`src/rtl/fft_stage_ctrl.sv`:
```
// -----------------------------------------------------------------------------
// fft_stage_ctrl
//
// Sequences the radix-2 stages of one FFT transform. Each stage is launched
// with a single-cycle start pulse to the coefficient mapper. The controller
// then waits for the mapper's map_done pulse. A stage that takes too long
// latches a sticky error, which only reset clears.
//
// Ports
//   clk        in   rising-edge clock
//   reset      in   synchronous, active-high reset
//   fft_start  in   transform request (only looked at while idle)
//   map_done   in   end-of-stage pulse from the coefficient mapper
//   start      out  one-cycle stage-start pulse to the mapper
//   stage      out  index of the stage being issued / waited on
//   busy       out  high in every state except IDLE
//   fft_done   out  one-cycle pulse after the final stage completes
//   error      out  sticky stage timeout flag
//   wait_cnt   out  cycles spent waiting on the current stage (saturates at 63)
//
// All outputs come straight from flops. The pulse and flag outputs are
// registered from the next-state value, so they line up with the state
// they describe.
// -----------------------------------------------------------------------------
module fft_stage_ctrl #(
    parameter int N_STAGES = 4,
    parameter int TIMEOUT  = 32
) (
    input  logic       clk,
    input  logic       reset,
    input  logic       fft_start,
    input  logic       map_done,
    output logic       start,
    output logic [1:0] stage,
    output logic       busy,
    output logic       fft_done,
    output logic       error,
    output logic [5:0] wait_cnt
);

    typedef enum logic [2:0] {
        S_IDLE  = 3'd0,
        S_ISSUE = 3'd1,
        S_WAIT  = 3'd2,
        S_DONE  = 3'd3,
        S_ERR   = 3'd4
    } state_t;

    localparam logic [1:0] LAST_STAGE   = 2'(N_STAGES - 1);
    localparam logic [5:0] TIMEOUT_LAST = 6'(TIMEOUT - 1);
    localparam logic [5:0] WAIT_MAX     = 6'd63;

    state_t     state_q, state_d;
    logic [1:0] stage_q, stage_d;
    logic [5:0] wait_cnt_q, wait_cnt_d;
    logic [5:0] wait_cnt_inc;
    logic       start_q, busy_q, fft_done_q, error_q;

    assign wait_cnt_inc = (wait_cnt_q == WAIT_MAX) ? WAIT_MAX : wait_cnt_q + 6'd1;

    // Next-state logic
    always_comb begin
        state_d    = state_q;
        stage_d    = stage_q;
        wait_cnt_d = wait_cnt_q;

        case (state_q)
            S_IDLE: begin
                if (fft_start) begin
                    state_d    = S_ISSUE;
                    stage_d    = 2'd0;
                    wait_cnt_d = 6'd0;
                end
            end

            S_ISSUE: begin
                state_d    = S_WAIT;
                wait_cnt_d = 6'd0;
            end

            S_WAIT: begin
                wait_cnt_d = wait_cnt_inc;
                // map_done wins over a timeout landing in the same cycle.
                if (map_done) begin
                    if (stage_q == LAST_STAGE) begin
                        state_d = S_DONE;
                    end else begin
                        state_d    = S_ISSUE;
                        stage_d    = stage_q + 2'd1;
                        // The count belongs to the stage just finished.
                        // Restart it for the stage about to be issued.
                        wait_cnt_d = 6'd0;
                    end
                end else if (wait_cnt_q == TIMEOUT_LAST) begin
                    state_d = S_ERR;
                end
            end

            S_DONE: begin
                state_d = S_IDLE;
            end

            S_ERR: begin
                state_d = S_ERR;
            end

            default: begin
                state_d = S_IDLE;
            end
        endcase
    end

    // State and registered outputs
    always_ff @(posedge clk) begin
        if (reset) begin
            state_q    <= S_IDLE;
            stage_q    <= 2'd0;
            wait_cnt_q <= 6'd0;
            start_q    <= 1'b0;
            busy_q     <= 1'b0;
            fft_done_q <= 1'b0;
            error_q    <= 1'b0;
        end else begin
            state_q    <= state_d;
            stage_q    <= stage_d;
            wait_cnt_q <= wait_cnt_d;
            start_q    <= (state_d == S_ISSUE);
            busy_q     <= (state_d != S_IDLE);
            fft_done_q <= (state_d == S_DONE);
            error_q    <= (state_d == S_ERR);
        end
    end

    assign start    = start_q;
    assign stage    = stage_q;
    assign busy     = busy_q;
    assign fft_done = fft_done_q;
    assign error    = error_q;
    assign wait_cnt = wait_cnt_q;

endmodule

```
`config.mk`:
```
export PLATFORM = sky130hd
export DESIGN_NAME = fft_stage_ctrl
export DESIGN_NICKNAME = d
export VERILOG_FILES = /design/src/rtl/fft_stage_ctrl.sv
export SDC_FILE = /design/constraint.sdc
export NUM_CORES = 1
export LEC_CHECK = 0
export ABC_AREA = 1
export ABC_CLOCK_PERIOD_IN_PS = 1200
export BUFFER_PORTS_ARGS = -buffer_cell sky130_fd_sc_hd__buf_2
export CAP_MARGIN = 20
export CORE_MARGIN = 2
export CORE_UTILIZATION = 30
export DETAILED_ROUTE_END_ITERATION = 7
export SLEW_MARGIN = 0
export SYNTH_ARGS = -nofsm -noshare
export SYNTH_HDL_FRONTEND = slang
export SYNTH_SLANG_ARGS = --single-unit
```
`constraint.sdc`:
```
create_clock -name clk -period 1.2 [get_ports clk]
set_clock_uncertainty 0.1 [all_clocks]
set_input_delay 0 -clock clk [delete_from_list [all_inputs] [get_ports clk]]
set_output_delay 0 -clock clk [all_outputs]
set_load 0.05 [all_outputs]
```
==> metrics <==
status=complete, but fails checks; failing checks=setup timing; Hold WC Path Type=in2reg; initial core utilization=between 30 and 40%; CTS buffer count=3; IO Count=16; worst reg2reg path depth=5; Cell Area, Placed=946 sq um; CP Capture Type=flip-flop; synth unique cells=14; setup TNS=-0.526 ns; placeable core area=0.00228 sq mm; f_max=769 MHz; Setup violations, final=9; clock tree root buffer cell=clkbuf_4; Syn. warnings=0; sw frac=32.0%; Final min period=1.30 ns; dpl hpwl=1260 microns; Post-Syn Nets=120; Clock Power Share=31.3%; Slew Viols, Final=0; peak supply drop=0.660 mV; CP Launch Point=state_q[1]; DRT iter0 DRCs=5; clock sink count=15; Hold Vio Cnt, Final=0; DRT antenna net count=0; Die Wd=between 50 and 60 microns; fin crit share=108%; Hold Crit Start=map_done; CP max FO=6; Clock Path Buffers=2; CP delay by family, top=flip-flops; number of global-route vias before repair=725; share of cells above drive strength 1=57.4%; Synth Cell Area=736 sq um; Overflow after GRT=0; static leakage=0.000550 uW; relative slew slack=64.6%; switching power=roughly 330 uW; CTS tree=built; clock latency on the worst-skew pair=0.30 ns; Arr. time, crit path=between 1 and 1.5 ns; Worst-Margin Slew=0.529 ns; Die H=53.5 microns; vias per cell=4.81; Nets=155; combinational share of power=about a fifth; Core Rows=17; detailed-route DRC error count=0; wire per inst=11.4 microns; CP Cell Sequence=buf_2 > a21oi_2 > nand2_4 > nand2_2 > a21oi_2; Worst-path clk slew=approximately 0.12 ns; RSZ-0062 raised after global routing=yes; initial antenna violation count=0; Endpoint, Worst Hold=fft_done; Power Dens Cells=849 mW/mm^2; Tot GR Track Use=14.6%; # Max-Cap Violations=0; Ant. Diodes=0; drt first pass iters=3; IO buf count=15; CP peak stage delay=0.38 ns; register area share after synthesis=approximately two fifths; slowest cell on the critical path=dfxtp_4; total wire length=~2000 microns; Reg2Reg Capture Point=wait_cnt[3]; Post-Synthesis Cells=114; launching point of the worst reg2reg path=state_q[1]; hold depth=4; Syn-to-layout area delta=63.6%; first-pass GRT wire length=2990 microns; Syn Area/Cell=6.45 sq um; crit path kind=reg2reg; flops & latches, synth=15; r2r setup slk=-0.1 ns; via count=846; Worst setup SP type=flip-flop; H-tree levels=1; CP required=1.25 ns; setup ws final=-0.0997 ns; largest net degree at the start of global routing=12; Int Pwr=approximately 700 uW; design area=0.00120 sq mm; RePlAce Congestion=roughly 0.72; Buf/Inv on CP=1; full die area=between 0.002 and 0.003 sq mm; Flop pwr share=50.2%; most frequent CP cell=a21oi_2
## power by group through the flow
stage	clock network, uW	registers, uW	logic (uW)
2_1_floorplan	0	554	65.1
3_3_place_gp	0	527	126
3_5_place_dp	0	527	127
4_1_cts	326	513	144
5_1_grt	363	514	206
6_report	320	513	190
## logic make-up (layout without fill, tap and decap cells)
| kind of cell | Yosys count | in the layout | share of synthesized area (%) |
|---|---|---|---|
| buf+inv | 17 | 51 | 9.69 |
| compound gates | 11 | 11 | 7.48 |
| fa+ha+maj | 2 | 2 | 3.40 |
| simple gates | 69 | 69 | 38.6 |
| flops | 15 | 15 | 40.8 |
## cell type report
type	count	area (sq um)
Fill cell	226	1070
Multi-Input combinational cell	82	539
Sequential cell	15	329
Timing Repair Buffer	32	211
Inverter	15	58.8
Tap cell	28	35.0
Clock buffer	3	22.5
Clock inverter	1	7.51
## through the flow
step	util (%)	power, uW	hold slack (ns)	std cells	setup slack [ns]
global placement	41.6	653	0.232	164	-0.0733
CTS	46.8	984	0.00112	174	-0.0572
finish	52.9	1020	0.0221	176	-0.0997
detailed placement	41.6	654	0.240	164	-0.0792
floorplan	-	619	-0.0406	114	-0.106
global route	52.9	1080	0.0384	176	-0.143
## cells in the final DEF, fill, tap and decap left out, types with 5 or more instances in the layout
cell,n
dfxtp_2,5
nand2_2,11
dfxtp_4,6
nor2_4,5
buf_4,12
nand3_1,5
nor2_1,11
inv_1,9
buf_2,16
inv_2,5
nand2_1,19
## how the worst max path moves through the flow
stage | to | slack, ns | depth (start not counted)
3_5_place_dp | busy | -0.08 | 9
4_1_cts | state_q[2] | -0.06 | 8
2_1_floorplan | start | -0.11 | 8
3_3_place_gp | busy | -0.07 | 9
5_1_grt | busy | -0.14 | 8
6_report | wait_cnt[3] | -0.1 | 5
## cell usage after synthesis
cell type	count	share of area (%)
a21oi_1	8	5.4
buf_6	1	1.5
clkbuf_1	1	0.51
dfxtp_1	15	41
ha_1	2	3.4
inv_1	14	7.1
inv_2	1	0.51
nand2_1	33	17
nand2_2	1	0.85
nand3_1	10	6.8
nand4_1	3	2.6
nor2_1	20	10
nor3_1	2	1.4
o21ai_0	3	2.0
## sequential cells by signal (all words and copies together) (netlist names)
| name | cells |
|---|---|
| error | 1 |
| wait_cnt | 6 |
| stage | 2 |
| start | 1 |
| busy | 1 |
| fft_done | 1 |
| state_q | 3 |
## tightest hold or removal path: cells and delay by family
kind                   cells  cell delay, ns
buffers and inverters      2            0.25
AND/OR/NAND/NOR            2            0.15
## repair_timing
item / 4_1_cts / 5_1_grt
hold endpoints to repair: 11 / 0
pin swaps: 8 / 19
endpoints found under the setup margin: 10 / 13
hold buffers: 3 / 0
setup buffers: 3 / 2
gates resized for setup: 18 / 38
## routing by layer
| metal | up-vias | routed length, microns | global-route usage (%) |
|---|---|---|---|
| met4 | 0 | 0 | 1.28 |
| met1 | 401 | 918 | 18.0 |
| met3 | 0 | 88 | 5.93 |
| met5 | - | 0 | 0 |
| met2 | 16 | 998 | 24.7 |
| li1 | 429 | - | - |
Power figures use the tool's default switching activity.
